[config.mk]
export PLATFORM = sky130hd
export DESIGN_NAME = bcd_scan_display
export DESIGN_NICKNAME = d
export VERILOG_FILES = /design/src/rtl/bcd_scan_display.sv
export SDC_FILE = /design/constraint.sdc
export NUM_CORES = 1
export LEC_CHECK = 0
export ABC_AREA = 1
export CAP_MARGIN = 20
export CORE_UTILIZATION = 60
export DETAILED_ROUTE_END_ITERATION = 8
export PLACE_DENSITY = 0.84
export SLEW_MARGIN = 20
export SYNTH_ARGS = -nofsm -noshare
export SYNTH_HDL_FRONTEND = slang
export SYNTH_SLANG_ARGS = --single-unit
[constraint.sdc]
create_clock -name clk -period 3.3 [get_ports clk]
set_input_delay 0.66 -clock clk [delete_from_list [all_inputs] [get_ports clk]]
set_output_delay 0.66 -clock clk [all_outputs]
set_load 0.005 [all_outputs]
[src/rtl/bcd_scan_display.sv]
// bcd_scan_display: converts a binary value to 4 BCD digits with a sequential
// shift-add-3 engine and scans the digits onto a 4-digit common-anode
// 7-segment display (active-low anodes and segments).
// Optional feature: define LEADING_ZERO_BLANK_EN to blank the leading zero digits
// above the most significant nonzero digit. Digit 0 is never blanked.
module bcd_scan_display #(
   parameter int BIN_W       = 8,
   parameter int REFRESH_DIV = 50000
) (
   input  logic             clk,
   input  logic             rst,
   input  logic [BIN_W-1:0] bin_in,
   input  logic             load,
   output logic             busy,
   output logic [15:0]      bcd_out,
   output logic             bcd_valid,
   output logic [3:0]       an,
   output logic [6:0]       seg,
   output logic             dp
);

   localparam int CW = $clog2(BIN_W + 1);
   localparam int RW = $clog2(REFRESH_DIV);
   localparam logic [RW-1:0] REFRESH_LAST = RW'(REFRESH_DIV - 1);

   typedef enum logic [1:0] {IDLE, CONV, DONE} state_t;

   state_t           state;
   logic [BIN_W-1:0] shreg;
   logic [15:0]      scratch;
   logic [15:0]      adj;
   logic [CW-1:0]    iter;
   logic [RW-1:0]    refresh;
   logic [1:0]       idx;
   logic [3:0]       digit;
   logic             blank;
   logic [6:0]       seg_next;

   // Decimal point is never used by this display.
   assign dp = 1'b1;

   // Add-3 correction of every BCD nibble that would overflow on the next shift.
   always_comb begin
      adj = scratch;
      for (int i = 0; i < 4; i++) begin
         if (scratch[4*i +: 4] >= 4'd5)
            adj[4*i +: 4] = scratch[4*i +: 4] + 4'd3;
      end
   end

   // Conversion sequencer: accept a value, run BIN_W shift steps, publish the result.
   always_ff @(posedge clk) begin
      if (rst) begin
         state     <= IDLE;
         busy      <= 1'b0;
         bcd_out   <= 16'd0;
         bcd_valid <= 1'b0;
         shreg     <= '0;
         scratch   <= 16'd0;
         iter      <= '0;
      end else begin
         bcd_valid <= 1'b0;
         case (state)
            IDLE: begin
               if (load) begin
                  shreg   <= bin_in;
                  scratch <= 16'd0;
                  iter    <= CW'(BIN_W);
                  busy    <= 1'b1;
                  state   <= CONV;
               end
            end
            CONV: begin
               scratch <= (adj << 1) | {15'd0, shreg[BIN_W-1]};
               shreg   <= shreg << 1;
               iter    <= iter - 1'b1;
               if (iter == CW'(1))
                  state <= DONE;
            end
            DONE: begin
               bcd_out   <= scratch;
               bcd_valid <= 1'b1;
               busy      <= 1'b0;
               state     <= IDLE;
            end
            default: state <= IDLE;
         endcase
      end
   end

   // Refresh timer: each digit stays lit for REFRESH_DIV cycles, then the scan moves on.
   always_ff @(posedge clk) begin
      if (rst) begin
         refresh <= '0;
         idx     <= 2'd0;
      end else if (refresh == REFRESH_LAST) begin
         refresh <= '0;
         idx     <= idx + 2'd1;
      end else begin
         refresh <= refresh + 1'b1;
      end
   end

   // Select the digit currently being scanned and decide whether it is a blanked leading zero.
   always_comb begin
      digit = bcd_out[{idx, 2'b00} +: 4];
      blank = 1'b0;
`ifdef LEADING_ZERO_BLANK_EN
      case (idx)
         2'd1:    blank = (bcd_out[15:4] == 12'd0);
         2'd2:    blank = (bcd_out[15:8] == 8'd0);
         2'd3:    blank = (bcd_out[15:12] == 4'd0);
         default: blank = 1'b0;
      endcase
`endif
   end

   // Seven-segment decode, active-low {g,f,e,d,c,b,a}; anything that is not 0-9 stays dark.
   always_comb begin
      seg_next = 7'b1111111;
      if (!blank) begin
         case (digit)
            4'd0:    seg_next = 7'b1000000;
            4'd1:    seg_next = 7'b1111001;
            4'd2:    seg_next = 7'b0100100;
            4'd3:    seg_next = 7'b0110000;
            4'd4:    seg_next = 7'b0011001;
            4'd5:    seg_next = 7'b0010010;
            4'd6:    seg_next = 7'b0000010;
            4'd7:    seg_next = 7'b1111000;
            4'd8:    seg_next = 7'b0000000;
            4'd9:    seg_next = 7'b0010000;
            default: seg_next = 7'b1111111;
         endcase
      end
   end

   // Register the anode enable and segment pattern so the display pins are glitch-free.
   always_ff @(posedge clk) begin
      if (rst) begin
         an  <= 4'b1111;
         seg <= 7'b1111111;
      end else begin
         an  <= ~(4'b0001 << idx);
         seg <= seg_next;
      end
   end

endmodule
# Yosys cells after proc, flatten, opt, wreduce, memory -nomap -nowiden
# Memories as Yosys holds them, arrays and structs flattened. A register that Yosys moved wholly into a read port is not among the register bits.
# Cells that the tools add are included.
op_classes:
  n_bitwise: 2
  n_mul: 0
  n_mux: 16
  eq_ne: 6
  reduce_logical: 7
  div: 0
  shift: 2
  order_cmp: 4
  addsub: 7
ops:
  columns: ["operator", "count"]
  rows:
  - ["case mux 16 bit (2 select lines)", 1]
  - ["adder 16 x 1 -> 16 bit (second input constant)", 1]
  - ["== test 16 bit (second input constant)", 1]
  - ["greater-or-equal comparator 4 x 3 -> 1 bit (second input constant)", 4]
  - ["2-to-1 mux 16 bit", 1]
  - ["2-to-1 mux 4 bit", 4]
  - ["OR 16 x 1 -> 16 bit", 1]
  - ["case mux 8 bit (2 select lines)", 1]
  - ["variable part select 16 x 5 -> 4 bit", 1]
  - ["adder 4 x 2 -> 4 bit (second input constant)", 3]
  - ["2-to-1 mux 8 bit", 1]
  - ["case mux 4 bit (2 select lines)", 1]
  - ["AND reduction 2 bit", 3]
  - ["== test 4 x 1 -> 1 bit (second input constant)", 1]
  - ["2-to-1 mux 2 bit", 2]
  - ["inequality test 2 bit (second input constant)", 2]
  - ["inverter 4 bit", 1]
  - ["case mux 2 bit (2 select lines)", 1]
  - ["nonzero test 2 bit", 2]
  - ["left shift 1 x 2 -> 4 bit (first input constant)", 1]
  - ["subtractor 4 x 1 -> 4 bit (second input constant)", 1]
  - ["adder 3 x 2 -> 3 bit (second input constant)", 1]
  - ["2-to-1 mux 3 bit", 1]
  - ["adder 2 x 1 -> 2 bit (second input constant)", 1]
  - ["6 further kinds", 7]
totals:
  out_inout_bits: 30
  elab_cells: 55
  rom_bits: 112
  latchBits: 0
  register_bits: 70
  input_bits: 11
  mem_bits_rw: 0
  memories: 1
mem_list:
  columns: ["name", "words", "word_bits", "rd", "rd_clocked_by_memory_dff", "wr", "line", "text"]
  rows:
  - ["(name not given)", 16, 7, 1, 1, 0, "122", "case (digit)"]

# Longest topological paths before layout
logic_depth:
  word_depth: 4
  depth_mapped: 11
  ltp_nobuf: 10

# Worst setup path before layout
# OpenSTA, ideal clock, no wires.
synth_path:
  kind: "flip-flop to flip-flop"
  startpoint: "register idx[0]"
  endpoint: "register seg[5]"
  path_stages_with_launch: 11
  path_buffers: 1
  setup_slack_ns: 1.813
  t_required_ns: 3.179
  period_less_slack_ns: 1.487
  setup_time_ns: 0.121
  arrival_ns: 1.366
  cell_sequence: "dfxtp_1 -> buf_4 -> inv_4 -> nand2_1 -> nand3_1 -> nand2_1 -> inv_1 -> ha_1 -> nand3b_1 -> nand3_1 -> nand2_1"
synth_between:
  elab_chain_cells: 1
synth_rtl:
  columns: ["element", "line", "text"]
  rows:
  - ["start: declaration", "34", "logic [1:0] idx;"]
  - ["start signal: assignment", "98", "idx <= idx + 2'd1;"]
  - ["variable part select 16 x 5 -> 4 bit", "106", "digit = bcd_out[{idx, 2'b00} +: 4];"]
  - ["end: declaration", "18", "output logic [6:0] seg,"]
# No other way between the ends.
# A chain may end at the register's enable or synchronous reset.

# Worst setup path after layout
layout_path:
  startpoint: "register bcd_out[5]"
  endpoint: "output port bcd_out[5]"
layout_rtl:
  columns: ["element", "line", "text"]
  rows:
  - ["start: declaration", "15", "output logic [15:0] bcd_out,"]
  - ["start signal: assignment", "81", "bcd_out <= scratch;"]
# No word-level cell between the ends.

==> impl_metrics.csv <==
group,metric,value,unit
finish,antenna_cells,0,
die,dieArea,6330,um2
logic_synthesis,yosys_warnings,0,
logic_synthesis,ys_ff_latch,77,
worst_setup_path,worstRegToRegCells,9,
timing,slew_violations,0,
clock_tree,cts_setup_buffers,0,
worst_setup_path,rr_endpoint,"seg[5]",
timing,finalClockSkew,4.31,ps
worst_setup_path,end_kind,"primary output",
worst_setup_path,required,2640,ps
worst_setup_path,arrival,1250,ps
die,die_w,79.6,um
placement,dpl.hpwl,5070,um
worst_setup_path,cpMaxStageDelayCell,"clkdlybuf4s50_1",
timing,fin_tns_setup,0,ps
timing,finalWorstSetupSlack,1390,ps
run_status,status,"completed",
grt,grt_pass1_wl,12700,um
placement,place.gp.congestion,0.862,
clock_tree,h-tree-depth,3,
worst_setup_path,max_stage_delay,520,ps
worst_setup_path,worstPathMaxFanout,3,
clock_tree,cts_resized,0,
grt,grt_start_max_net_pins,31,
timing,final.min_clock_period,1910,ps
worst_hold_path,hp-start,"refresh[0]",
clock_tree,cts_hold_buf,0,
finish,nNetsFinal,556,
power,switching_share,22.0,%
logic_synthesis,synth_cell_types,32,
die,rows,27,
timing,period_share,57.9,%
worst_setup_path,r2r_start,"idx[0]",
grt,antenna_found_initial,0,
power,p_switching,414,uW
clock_tree,cts_tree,"built",
power,ir_worst_vdd,390,uV
logic_synthesis,ys_seq_area_share,42.7,%
route,wl,7260,um
die,io_pins,41,
grt,grt_overflow,0,
route,wire_per_inst,12.1,um
clock_tree,numCtsBuffers,9,
finish,synthToLayoutAreaGrowth,17.4,%
timing,worstMarginPinSlew,653,ps
power,p_clk_share,42.6,%
worst_setup_path,path_delay_family,"buffers and inverters",
clock_tree,clock_sinks,77,
route,drt.antenna.violating_nets,0,
timing,max_slew_margin,56.3,%
grt,grt_pass1_vias,3022,
timing,max_freq,523,MHz
logic_synthesis,syn_area,3610,um2
route,vias_per_cell,5.38,
route,drc,0,
finish,fin_util,75.1,%
die,initial_core_util,64.0,%
finish,layout_commonest_cell,"nand2_1",
grt,grt_use_total,25.4,%
power,seq_power_share,51.3,%
die,die_height,79.6,um
worst_hold_path,hold_end,"refresh[0]",
route,drt_first_pass_iters,4,
clock_tree,clockBufferDepth,2,
power,p_leak,0.00166,uW
power,p_comb_share,6.1,%
logic_synthesis,synth_cells,489,
worst_setup_path,cp_cell_sequence,"clkdlybuf4s50_1",
placement,io_buffer_count,39,
flow_run,maxCapViolCount,0,
timing,timing.final.hold_violations,0,
clock_tree,insertion_delay,340,ps
clock_tree,cts-root-buf,"clkbuf_8",
placement,pre_cts_ws,1160,ps
worst_setup_path,cp-start-kind,"register",
power,cellPowerDensity,443,nW/um2
clock_tree,path_clk_slew,80,ps
worst_hold_path,whs_path_depth,1,
route,drtIter0Drc,167,
worst_setup_path,r2r_setup_slack,1470,ps
route,vias,3241,
finish,drive_gt1_share,6.79,%
worst_setup_path,critical_path_buf_inv_count,1,
worst_setup_path,path_class,"register to primary output",
timing,rsz0062_at_grt,"false",
worst_hold_path,hold_path_class,"register to register",
timing,setup_viol,0,
die,core-area,5640,um2
finish,mostFrequentLayoutCells,"nand2_1, dfxtp_1, nand3_1",
logic_synthesis,avgSynthCellArea,7.38,um2
power,internal_power,1460,uW
logic_synthesis,synth_nets,520,
-- Yosys cell counts --
cell	instances	area share, %
nand3b_1	2	0.42
nor2_4	2	0.62
ha_1	20	6.9
xor2_1	5	1.2
nand3_1	56	7.8
clkinv_1	1	0.10
o21ai_0	13	1.8
conb_1	1	0.10
buf_6	1	0.31
xnor2_1	2	0.49
nand2_1	138	14
inv_2	5	0.52
or2_2	1	0.17
a22oi_1	2	0.42
clkbuf_1	2	0.21
nand4_1	15	2.6
nor2_1	31	3.2
nor2_2	4	0.69
a21oi_4	1	0.45
inv_4	1	0.17
a21oi_1	29	4.0
nor3_1	1	0.14
inv_1	42	4.4
nand3_2	3	0.83
nand2_2	4	0.69
dfxtp_1	77	43
o21ai_1	11	1.5
or2_0	1	0.17
buf_4	4	0.83
buf_1	1	0.10
a31oi_1	6	1.0
buf_2	7	0.97
-- final cells by class --
type | instances | area, um2
Clock inverter | 3 | 67.6
Fill cell | 438 | 1410
Tap cell | 72 | 90.1
Timing Repair Buffer | 40 | 398
Sequential cell | 77 | 1540
Clock buffer | 13 | 159
Inverter | 49 | 186
Multi-Input combinational cell | 348 | 1790
-- power groups by stage --
stage / Sequential (uW) / Clock [uW] / Combinational, uW
after floorplan: 984 / 0 / 81.2
after global placement: 985 / 0 / 110
after detailed placement: 986 / 0 / 115
after CTS: 964 / 814 / 115
after global routing: 966 / 855 / 131
final: 964 / 800 / 114
-- worst register-to-register path, delay by kind of cell, from the launching register on --
| family | cells | cell delay [ps] |
|---|---|---|
| fa+ha+maj | 1 | 200 |
| simple gates | 6 | 650 |
| buf+inv | 2 | 250 |
| flops | 1 | 620 |
-- cells by family after synthesis --
| kind of cell | synth area share [%] |
|---|---|
| and+or+nand+nor | 31.7 |
| DFF | 42.7 |
| buffers and inverters | 7.59 |
| AOI/OAI and AO/OA | 9.26 |
| adders and majority gates | 6.93 |
| xor gates and xnor gates | 1.70 |
| other | 0.104 |
-- how the worst max path moves through the flow --
stage / from / endpoint / slack (ps) / depth (start not counted)
after global placement: load / scratch[0] / 1200 / 6
after floorplan: idx[0] / seg[5] / 1810 / 10
after CTS: bcd_out[4] / bcd_out[4] / 1380 / 1
after detailed placement: load / scratch[0] / 1160 / 6
final: bcd_out[5] / bcd_out[5] / 1390 / 1
after global routing: idx[0] / seg[6] / 1310 / 9
-- state kept, by name (all words and copies together), names as in the netlist --
signal,count
an,4
bcd_out,16
bcd_valid,1
busy,1
idx,2
iter,4
refresh,16
scratch,16
seg,7
shreg,8
state,2
-- stage by stage --
step	cells	area [um2]	total power [uW]	hold WS [ps]
detailed placement	586	4010	1100	439
floorplan	489	3610	1070	417
CTS	602	4240	1890	457
global route	602	4240	1950	470
finish	602	4240	1880	457
global placement	586	4010	1100	429
-- metal layers --
metal	GRT usage [%]	vias up	wire [um]
met5	0	-	0
met4	12.0	0	99
li1	-	1662	-
met1	28.3	1495	3070
met2	46.6	74	3800
met3	4.34	10	296
Power figures use the tool's default switching activity.
